**src/rtl/ctrl_pkg.sv**
```systemverilog
// ctrl_pkg: RV32I opcodes, control encodings and the MEM/WB control bundle
package ctrl_pkg;
    localparam logic [6:0] OP_R      = 7'b0110011;
    localparam logic [6:0] OP_IMM    = 7'b0010011;
    localparam logic [6:0] OP_LOAD   = 7'b0000011;
    localparam logic [6:0] OP_STORE  = 7'b0100011;
    localparam logic [6:0] OP_BRANCH = 7'b1100011;
    localparam logic [6:0] OP_JAL    = 7'b1101111;
    localparam logic [6:0] OP_JALR   = 7'b1100111;
    localparam logic [6:0] OP_LUI    = 7'b0110111;
    localparam logic [6:0] OP_AUIPC  = 7'b0010111;
    localparam logic [6:0] F7_ALT    = 7'b0100000;

    typedef enum logic [3:0] {
        ALU_ADD = 4'd0, ALU_SUB = 4'd1, ALU_SLL = 4'd2, ALU_SLT = 4'd3,
        ALU_SLTU = 4'd4, ALU_XOR = 4'd5, ALU_SRL = 4'd6, ALU_SRA = 4'd7,
        ALU_OR = 4'd8, ALU_AND = 4'd9, ALU_PASS_B = 4'd10
    } aluop_e;

    typedef enum logic [2:0] {IMM_I = 3'd0, IMM_S = 3'd1, IMM_B = 3'd2, IMM_U = 3'd3, IMM_J = 3'd4} imm_type_e;

    typedef enum logic [1:0] {WB_ALU = 2'b00, WB_MEM = 2'b01, WB_PC4 = 2'b10} sel_wb_e;

    typedef enum logic {S_IDLE = 1'b0, S_WAIT = 1'b1} mem_state_e;

    typedef struct packed {
        logic       rf_en;
        sel_wb_e    sel_wb;
        logic [4:0] rd;
        logic       mem_rd;
        logic       mem_wr;
        logic [2:0] mem_size;
    } wb_ctrl_t;

    // alt_add selects SUB (R-type only), alt_shift selects SRA/SRAI
    function automatic aluop_e alu_func(input logic [2:0] func3, input logic alt_add, input logic alt_shift);
        case (func3)
            3'b000:  return alt_add ? ALU_SUB : ALU_ADD;
            3'b001:  return ALU_SLL;
            3'b010:  return ALU_SLT;
            3'b011:  return ALU_SLTU;
            3'b100:  return ALU_XOR;
            3'b101:  return alt_shift ? ALU_SRA : ALU_SRL;
            3'b110:  return ALU_OR;
            default: return ALU_AND;
        endcase
    endfunction
endpackage

```
**src/rtl/ctrl_decode.sv**
```systemverilog
// ctrl_decode: combinational RV32I decode of the DE/EX instruction into DE and MEM/WB controls
module ctrl_decode
    import ctrl_pkg::*;
(
    input  logic [31:0] inst,
    output aluop_e      aluop,
    output logic        sel_opr_a,
    output logic        sel_opr_b,
    output imm_type_e   imm_type,
    output logic        jump,
    output logic        branch,
    output logic        reads_rs1,
    output logic        reads_rs2,
    output logic        illegal,
    output wb_ctrl_t    wb
);
    logic [6:0] opcode;
    logic [2:0] func3;
    logic       alt;

    assign opcode = inst[6:0];
    assign func3  = inst[14:12];
    assign alt    = inst[31:25] == F7_ALT;

    always_comb begin
        aluop     = ALU_ADD;
        sel_opr_a = 1'b0;
        sel_opr_b = 1'b1;
        imm_type  = IMM_I;
        jump      = 1'b0;
        branch    = 1'b0;
        reads_rs1 = 1'b1;
        reads_rs2 = 1'b0;
        illegal   = 1'b0;
        wb        = '{rf_en: 1'b1, sel_wb: WB_ALU, rd: inst[11:7], mem_rd: 1'b0, mem_wr: 1'b0, mem_size: 3'b000};
        case (opcode)
            OP_R:      begin aluop = alu_func(func3, alt, alt); sel_opr_b = 1'b0; reads_rs2 = 1'b1; end
            OP_IMM:    aluop = alu_func(func3, 1'b0, alt);
            OP_LOAD:   begin wb.sel_wb = WB_MEM; wb.mem_rd = 1'b1; wb.mem_size = func3; end
            OP_STORE:  begin imm_type = IMM_S; reads_rs2 = 1'b1; wb.rf_en = 1'b0; wb.mem_wr = 1'b1; wb.mem_size = func3; end
            OP_BRANCH: begin sel_opr_a = 1'b1; imm_type = IMM_B; branch = 1'b1; reads_rs2 = 1'b1; wb.rf_en = 1'b0; end
            OP_JAL:    begin sel_opr_a = 1'b1; imm_type = IMM_J; jump = 1'b1; reads_rs1 = 1'b0; wb.sel_wb = WB_PC4; end
            OP_JALR:   begin jump = 1'b1; wb.sel_wb = WB_PC4; end
            OP_LUI:    begin aluop = ALU_PASS_B; imm_type = IMM_U; reads_rs1 = 1'b0; end
            OP_AUIPC:  begin sel_opr_a = 1'b1; imm_type = IMM_U; reads_rs1 = 1'b0; end
            default:   begin illegal = 1'b1; sel_opr_b = 1'b0; reads_rs1 = 1'b0; wb.rf_en = 1'b0; end
        endcase
        if (wb.rd == 5'd0) wb.rf_en = 1'b0;
    end
endmodule

```
**src/rtl/pipe_controller.sv**
```systemverilog
// pipe_controller: pipelined control for the 3-stage RV32I core -- decode, MEM/WB control
// register, forwarding, redirect flush and the data-memory wait/timeout stall FSM.
module pipe_controller
    import ctrl_pkg::*;
#(
    parameter int ALUOP_W     = 4,
    parameter int FLUSH_DEPTH = 1,
    parameter int MEM_TIMEOUT = 15
) (
    input  logic               clk,
    input  logic               rst_n,
    input  logic [31:0]        inst_de,
    input  logic               inst_valid,
    input  logic               br_taken,
    input  logic               dmem_ready,
    output logic [ALUOP_W-1:0] aluop,
    output logic               sel_opr_a,
    output logic               sel_opr_b,
    output logic [2:0]         imm_type,
    output logic               sel_pc,
    output logic               fwd_a,
    output logic               fwd_b,
    output logic               flush_de,
    output logic               stall,
    output logic               illegal,
    output logic               rf_en_wb,
    output logic [1:0]         sel_wb_wb,
    output logic [4:0]         rd_wb,
    output logic               mem_rd_wb,
    output logic               mem_wr_wb,
    output logic [2:0]         mem_size_wb,
    output logic               mem_err
);
    aluop_e     dec_aluop;
    imm_type_e  dec_imm;
    wb_ctrl_t   dec_wb, wb_q;
    mem_state_e state, state_next;
    logic       dec_a, dec_b, dec_jump, dec_branch, dec_rs1, dec_rs2, dec_illegal;
    logic [7:0] mem_cnt, mem_cnt_next;
    logic [1:0] flush_cnt;
    logic       bubble, redirect, abort;

    ctrl_decode u_decode (
        .inst      (inst_de),
        .aluop     (dec_aluop),
        .sel_opr_a (dec_a),
        .sel_opr_b (dec_b),
        .imm_type  (dec_imm),
        .jump      (dec_jump),
        .branch    (dec_branch),
        .reads_rs1 (dec_rs1),
        .reads_rs2 (dec_rs2),
        .illegal   (dec_illegal),
        .wb        (dec_wb)
    );

    assign bubble    = !inst_valid || flush_cnt != 2'd0 || dec_illegal;
    assign illegal   = inst_valid && dec_illegal;
    assign aluop     = ALUOP_W'(bubble ? ALU_ADD : dec_aluop);
    assign sel_opr_a = !bubble && dec_a;
    assign sel_opr_b = !bubble && dec_b;
    assign imm_type  = bubble ? IMM_I : dec_imm;
    // a stalled control transfer waits in DE and redirects on its first free cycle
    assign redirect  = !bubble && !stall && (dec_jump || (dec_branch && br_taken));
    assign sel_pc    = redirect;
    assign flush_de  = rst_n && !stall && (redirect || flush_cnt != 2'd0);
    assign fwd_a     = !bubble && dec_rs1 && wb_q.rf_en && wb_q.rd != 5'd0 && wb_q.rd == inst_de[19:15];
    assign fwd_b     = !bubble && dec_rs2 && wb_q.rf_en && wb_q.rd != 5'd0 && wb_q.rd == inst_de[24:20];

    assign rf_en_wb    = wb_q.rf_en;
    assign sel_wb_wb   = wb_q.sel_wb;
    assign rd_wb       = wb_q.rd;
    assign mem_rd_wb   = wb_q.mem_rd;
    assign mem_wr_wb   = wb_q.mem_wr;
    assign mem_size_wb = wb_q.mem_size;

    always_comb begin
        state_next   = state;
        mem_cnt_next = mem_cnt;
        stall        = 1'b0;
        abort        = 1'b0;
        if (state == S_IDLE) begin
            if ((wb_q.mem_rd || wb_q.mem_wr) && !dmem_ready) begin
                stall        = 1'b1;
                mem_cnt_next = 8'd1;
                state_next   = S_WAIT;
            end
        end else if (dmem_ready) begin
            state_next   = S_IDLE;
            mem_cnt_next = 8'd0;
        end else if (mem_cnt == 8'(MEM_TIMEOUT)) begin
            abort        = 1'b1;
            state_next   = S_IDLE;
            mem_cnt_next = 8'd0;
        end else begin
            stall        = 1'b1;
            mem_cnt_next = mem_cnt + 8'd1;
        end
    end

    always_ff @(posedge clk or negedge rst_n) begin
        if (!rst_n) begin
            state     <= S_IDLE;
            mem_cnt   <= 8'd0;
            flush_cnt <= 2'd0;
            wb_q      <= '0;
            mem_err   <= 1'b0;
        end else begin
            state   <= state_next;
            mem_cnt <= mem_cnt_next;
            mem_err <= abort;
            if (!stall)
                flush_cnt <= redirect ? 2'(FLUSH_DEPTH - 1) : (flush_cnt != 2'd0 ? flush_cnt - 2'd1 : 2'd0);
            if (abort || (!stall && bubble))
                wb_q <= '0;
            else if (!stall)
                wb_q <= dec_wb;
        end
    end
endmodule

```
**config.mk**
```make
export PLATFORM = sky130hd
export DESIGN_NAME = pipe_controller
export DESIGN_NICKNAME = d
export VERILOG_FILES = /design/src/rtl/ctrl_pkg.sv /design/src/rtl/ctrl_decode.sv /design/src/rtl/pipe_controller.sv
export SDC_FILE = /design/constraint.sdc
export NUM_CORES = 1
export LEC_CHECK = 0
export CORE_MARGIN = 2
export CORE_UTILIZATION = 40
export CTS_CLUSTER_SIZE = 25
export DETAILED_ROUTE_END_ITERATION = 8
export GPL_TIMING_DRIVEN = 0
export MAX_ROUTING_LAYER = met4
export PLACE_DENSITY = 0.77
export SLEW_MARGIN = 40
export SYNTH_ARGS = -nofsm -noshare
export SYNTH_HDL_FRONTEND = slang
export SYNTH_SLANG_ARGS = --single-unit
```
**constraint.sdc**
```tcl
create_clock -name clk -period 2.2 [get_ports clk]
set_clock_uncertainty 0.05 [all_clocks]
set_input_delay 0.44 -clock clk [delete_from_list [all_inputs] [get_ports clk]]
set_output_delay 0.44 -clock clk [all_outputs]
set_load 0.005 [all_outputs]
```
==> results by group <==
Status
  – Status: complete, but fails checks
  – Failing checks: setup timing

Route
  – Post-DRT Antenna Nets: 0
  – Final wirelength: 5.29 mm
  – WL/cell: 15.6 um
  – DRT iter0 DRCs: 108
  – Drt via density: 5.58
  – DR DRC count: 0
  – DRT Pass-1 Iters: 4
  – Vias post-DR: 1,897

Power
  – Switching share of power: 27.5%
  – Leak Pwr: 1.25 nW
  – Power share of the clock group: 26.7%
  – Internal: 750 uW
  – VDD IR max: 0.365 mV
  – Sequential cell fraction of total power: 47.7%
  – Comb power frac: 25.6%
  – NetSw: 284 uW
  – PwrDens: 370 nW/um^2

Yosys
  – Async S/R FF share, synth: 100%
  – Sequential area share after synthesis: 36.9%
  – Synthesized area per cell: 9.02 um^2
  – Gate Count Post-Synth: 188
  – Post-synth top area cell: dfrtp_1
  – Area contributors post-synth: dfrtp_1 37%, nand2_1 4.6%, a22o_1 3.6%
  – Unique masters post-synth: 57
  – Yosys top cell area share: 36.9%
  – Top_reg_cell synth: dfrtp_1
  – Post-synth EDFFs: 0
  – Cell area after synthesis: 1700 um^2
  – Net Count, Synth: 226
  – YS warnings: 0
  – FF+latch count, synth: 25

Critical path
  – Startpoint Class: flop
  – Critical path class: reg2out
  – Reg-to-Reg Start: mem_cnt[0]$_DFFE_PN0P_
  – RR Endpoint: mem_cnt[5]$_DFFE_PN0P_
  – Register-to-register setup slack: 0.31 ns
  – Worst Path Required: 1.71 ns
  – Worst R2R Path Depth: 6
  – Crit path from: mem_cnt[0]$_DFFE_PN0P_
  – Critical Path Sink Type: output port
  – Arrival @ worst endpoint: 1.79 ns
  – Largest fanout on the critical path: 3

Layout
  – Reg area: 631 um^2
  – Area occupied by multi-input gates: 1130 um^2
  – Area growth syn-to-layout: 64.5%
  – Nets: 329
  – Commonest cells after routing, fill and taps aside: 34 x buf_4, 34 x clkdlybuf4s50_1, 21 x dfrtp_1, 20 x nand2_1, 16 x buf_2
  – # fillers: 315
  – Fraction of layout cells with a size suffix above 1: 33.4%
  – Antenna Cells: 0
  – Final Util: 69.3%

Clock tree
  – CTS tree: yes
  – Clock transition at path regs: 0.09 ns
  – CTS Buffer Depth: 2
  – Clk sinks: 25
  – Skew-Pair Late Insertion Delay: 0.27 ns
  – CTS Buf Count: 3
  – Clk root buf: clkbuf_8
  – H-tree depth: 1

GRT
  – M3 GR Usage: 3.51%
  – GRT Total Usage: 21.9%
  – Initial antenna violation count: 0
  – M1 GR Usage: 26.9%
  – Vias in the first global route: 1,869
  – Largest net degree at the start of global routing: 27
  – GR peak layer: met2
  – First-pass GRT wire length: 8.54 mm
  – GRT overflow: 0
  – Met2 track demand over resource: 37.1%

Hold path
  – Hold crit path type: in2async

Floorplanning
  – Initial Util: 42.1%
  – I/O pin cnt: 66
  – Die ar.: 4780 um^2
  – Core Area: 4030 um^2
  – Die H: 69.1 um
  – # rows: 23
  – Die extent in x: 69.1 um

Timing
  – Peak Freq: 0.439 GHz
  – Final worst slack: -0.0799 ns
  – Final Cycle Share: 104%
  – Slew Viols, Final: 0
  – Sum Neg Setup Slack: -0.218 ns
  – RSZ-0062 raised after global routing: true
  – Final hold vios: 0
  – Rel. slew slack: 62.6%
  – Least-Margin Pin Slew: 0.560 ns
  – Final Setup Violations: 3
  – Min Tclk post-route: 2.28 ns

Place
  – Placer Congestion: 0.848
  – HPWL after DPL: 3.44 mm
  – Buffers on Ports: 63

Run
  – Max Cap Viol: 0
## layout make-up
cell class | count | share of cell area, %
multi-input combinational | 151 | 40.4
timing repair buffer | 100 | 30.6
sequential | 25 | 22.6
tap | 50 | 2.24
buffer | 6 | 1.79
clock buffer | 3 | 1.48
inverter | 4 | 0.538
clock inverter | 1 | 0.269
## how the worst max path moves through the flow
| stage | slack (ns) | to | cells past startpoint |
|---|---|---|---|
| after floorplan | 0.07 | sel_pc | 6 |
| after global placement | -1.02 | aluop[0] | 6 |
| after detailed placement | -1.0 | aluop[0] | 6 |
| after CTS | -0.14 | aluop[0] | 6 |
| after global routing | -0.15 | flush_de | 7 |
| final | -0.08 | flush_de | 7 |
## synthesized netlist by cell type, types with 2 or more instances
cell	count
buf_6	2
dfrtp_1	25
nand2b_1	6
xor2_1	6
buf_2	3
and4b_1	2
nand2_1	21
nor4_1	5
a22o_1	7
nand3_1	10
or4b_1	2
and3_1	2
a31oi_1	6
nor3_1	2
o21ai_0	6
nand3b_1	2
a21oi_1	6
nor2b_1	2
nor2_1	16
inv_1	4
xnor2_1	5
clkbuf_1	2
nor3b_2	2
o21ai_1	7
a22oi_1	2
o21a_1	2
or4_1	2
a41oi_1	2
## worst max-delay path, cell delays in order (launching register included)
cell	delay, ns
dfrtp_1	0.42
ha_4	0.17
and4b_1	0.24
a311oi_4	0.26
buf_6	0.16
buf_6	0.10
a211oi_2	0.03
buf_2	0.13
## sequential cells by signal, indices dropped and copies added, names as in the netlist
register     flops
mem_cnt          8
rd_wb            5
mem_size_wb      3
flush_cnt        2
sel_wb_wb        2
mem_err          1
mem_rd_wb        1
mem_wr_wb        1
rf_en_wb         1
state            1
## power by group through the flow
stage / Combinational [mW] / Clock [mW] / Sequential (mW)
after CTS: 0.247 / 0.283 / 0.493
after global placement: 0.196 / 0 / 0.497
final: 0.264 / 0.276 / 0.493
after global routing: 0.289 / 0.299 / 0.494
after detailed placement: 0.197 / 0 / 0.499
after floorplan: 0.0923 / 0 / 0.495
## what timing repair did
| action | 4_1_cts | 5_1_grt |
|---|---|---|
| pin swaps | 18 | 9 |
| resized for setup | 110 | 12 |
| setup endpoints to repair | 15 | 14 |
| hold buffers | 0 | 0 |
| gates cloned | 1 | 0 |
| buffers inserted | 26 | 10 |
| endpoints found under the hold margin | 0 | 0 |
## logic make-up (layout without fill, tap and decap cells)
group,Yosys count,count (layout),synth area share (%)
buffers and inverters,12,114,3.98
XOR/XNOR,11,11,5.68
AO/OA/AOI/OAI,53,53,23.5
flip-flops,25,25,36.9
AND/OR/NAND/NOR,85,85,28.6
multiplexers,1,1,0.664
adder cells (fa/ha/maj),1,1,0.737
## metrics by stage
stage | hold WS (ns) | worst slack, ns | power (mW) | std cells | instance area, um^2
after global routing | 0.141 | -0.148 | 1.08 | 340 | 2790
after floorplan | 0.0944 | 0.0711 | 0.587 | 188 | 1700
after global placement | 0.426 | -1.02 | 0.694 | 301 | 2390
after CTS | 0.111 | -0.143 | 1.02 | 331 | 2700
final | 0.0968 | -0.0799 | 1.03 | 340 | 2790
after detailed placement | 0.411 | -0.998 | 0.696 | 301 | 2380
## layer usage
layer,part of all wire [%],up-vias
li1,-,912
met1,43,921
met2,51,52
met3,4.5,12
met4,2.0,0
met5,0,-
No activity file was read; power rests on OpenSTA's default activity.
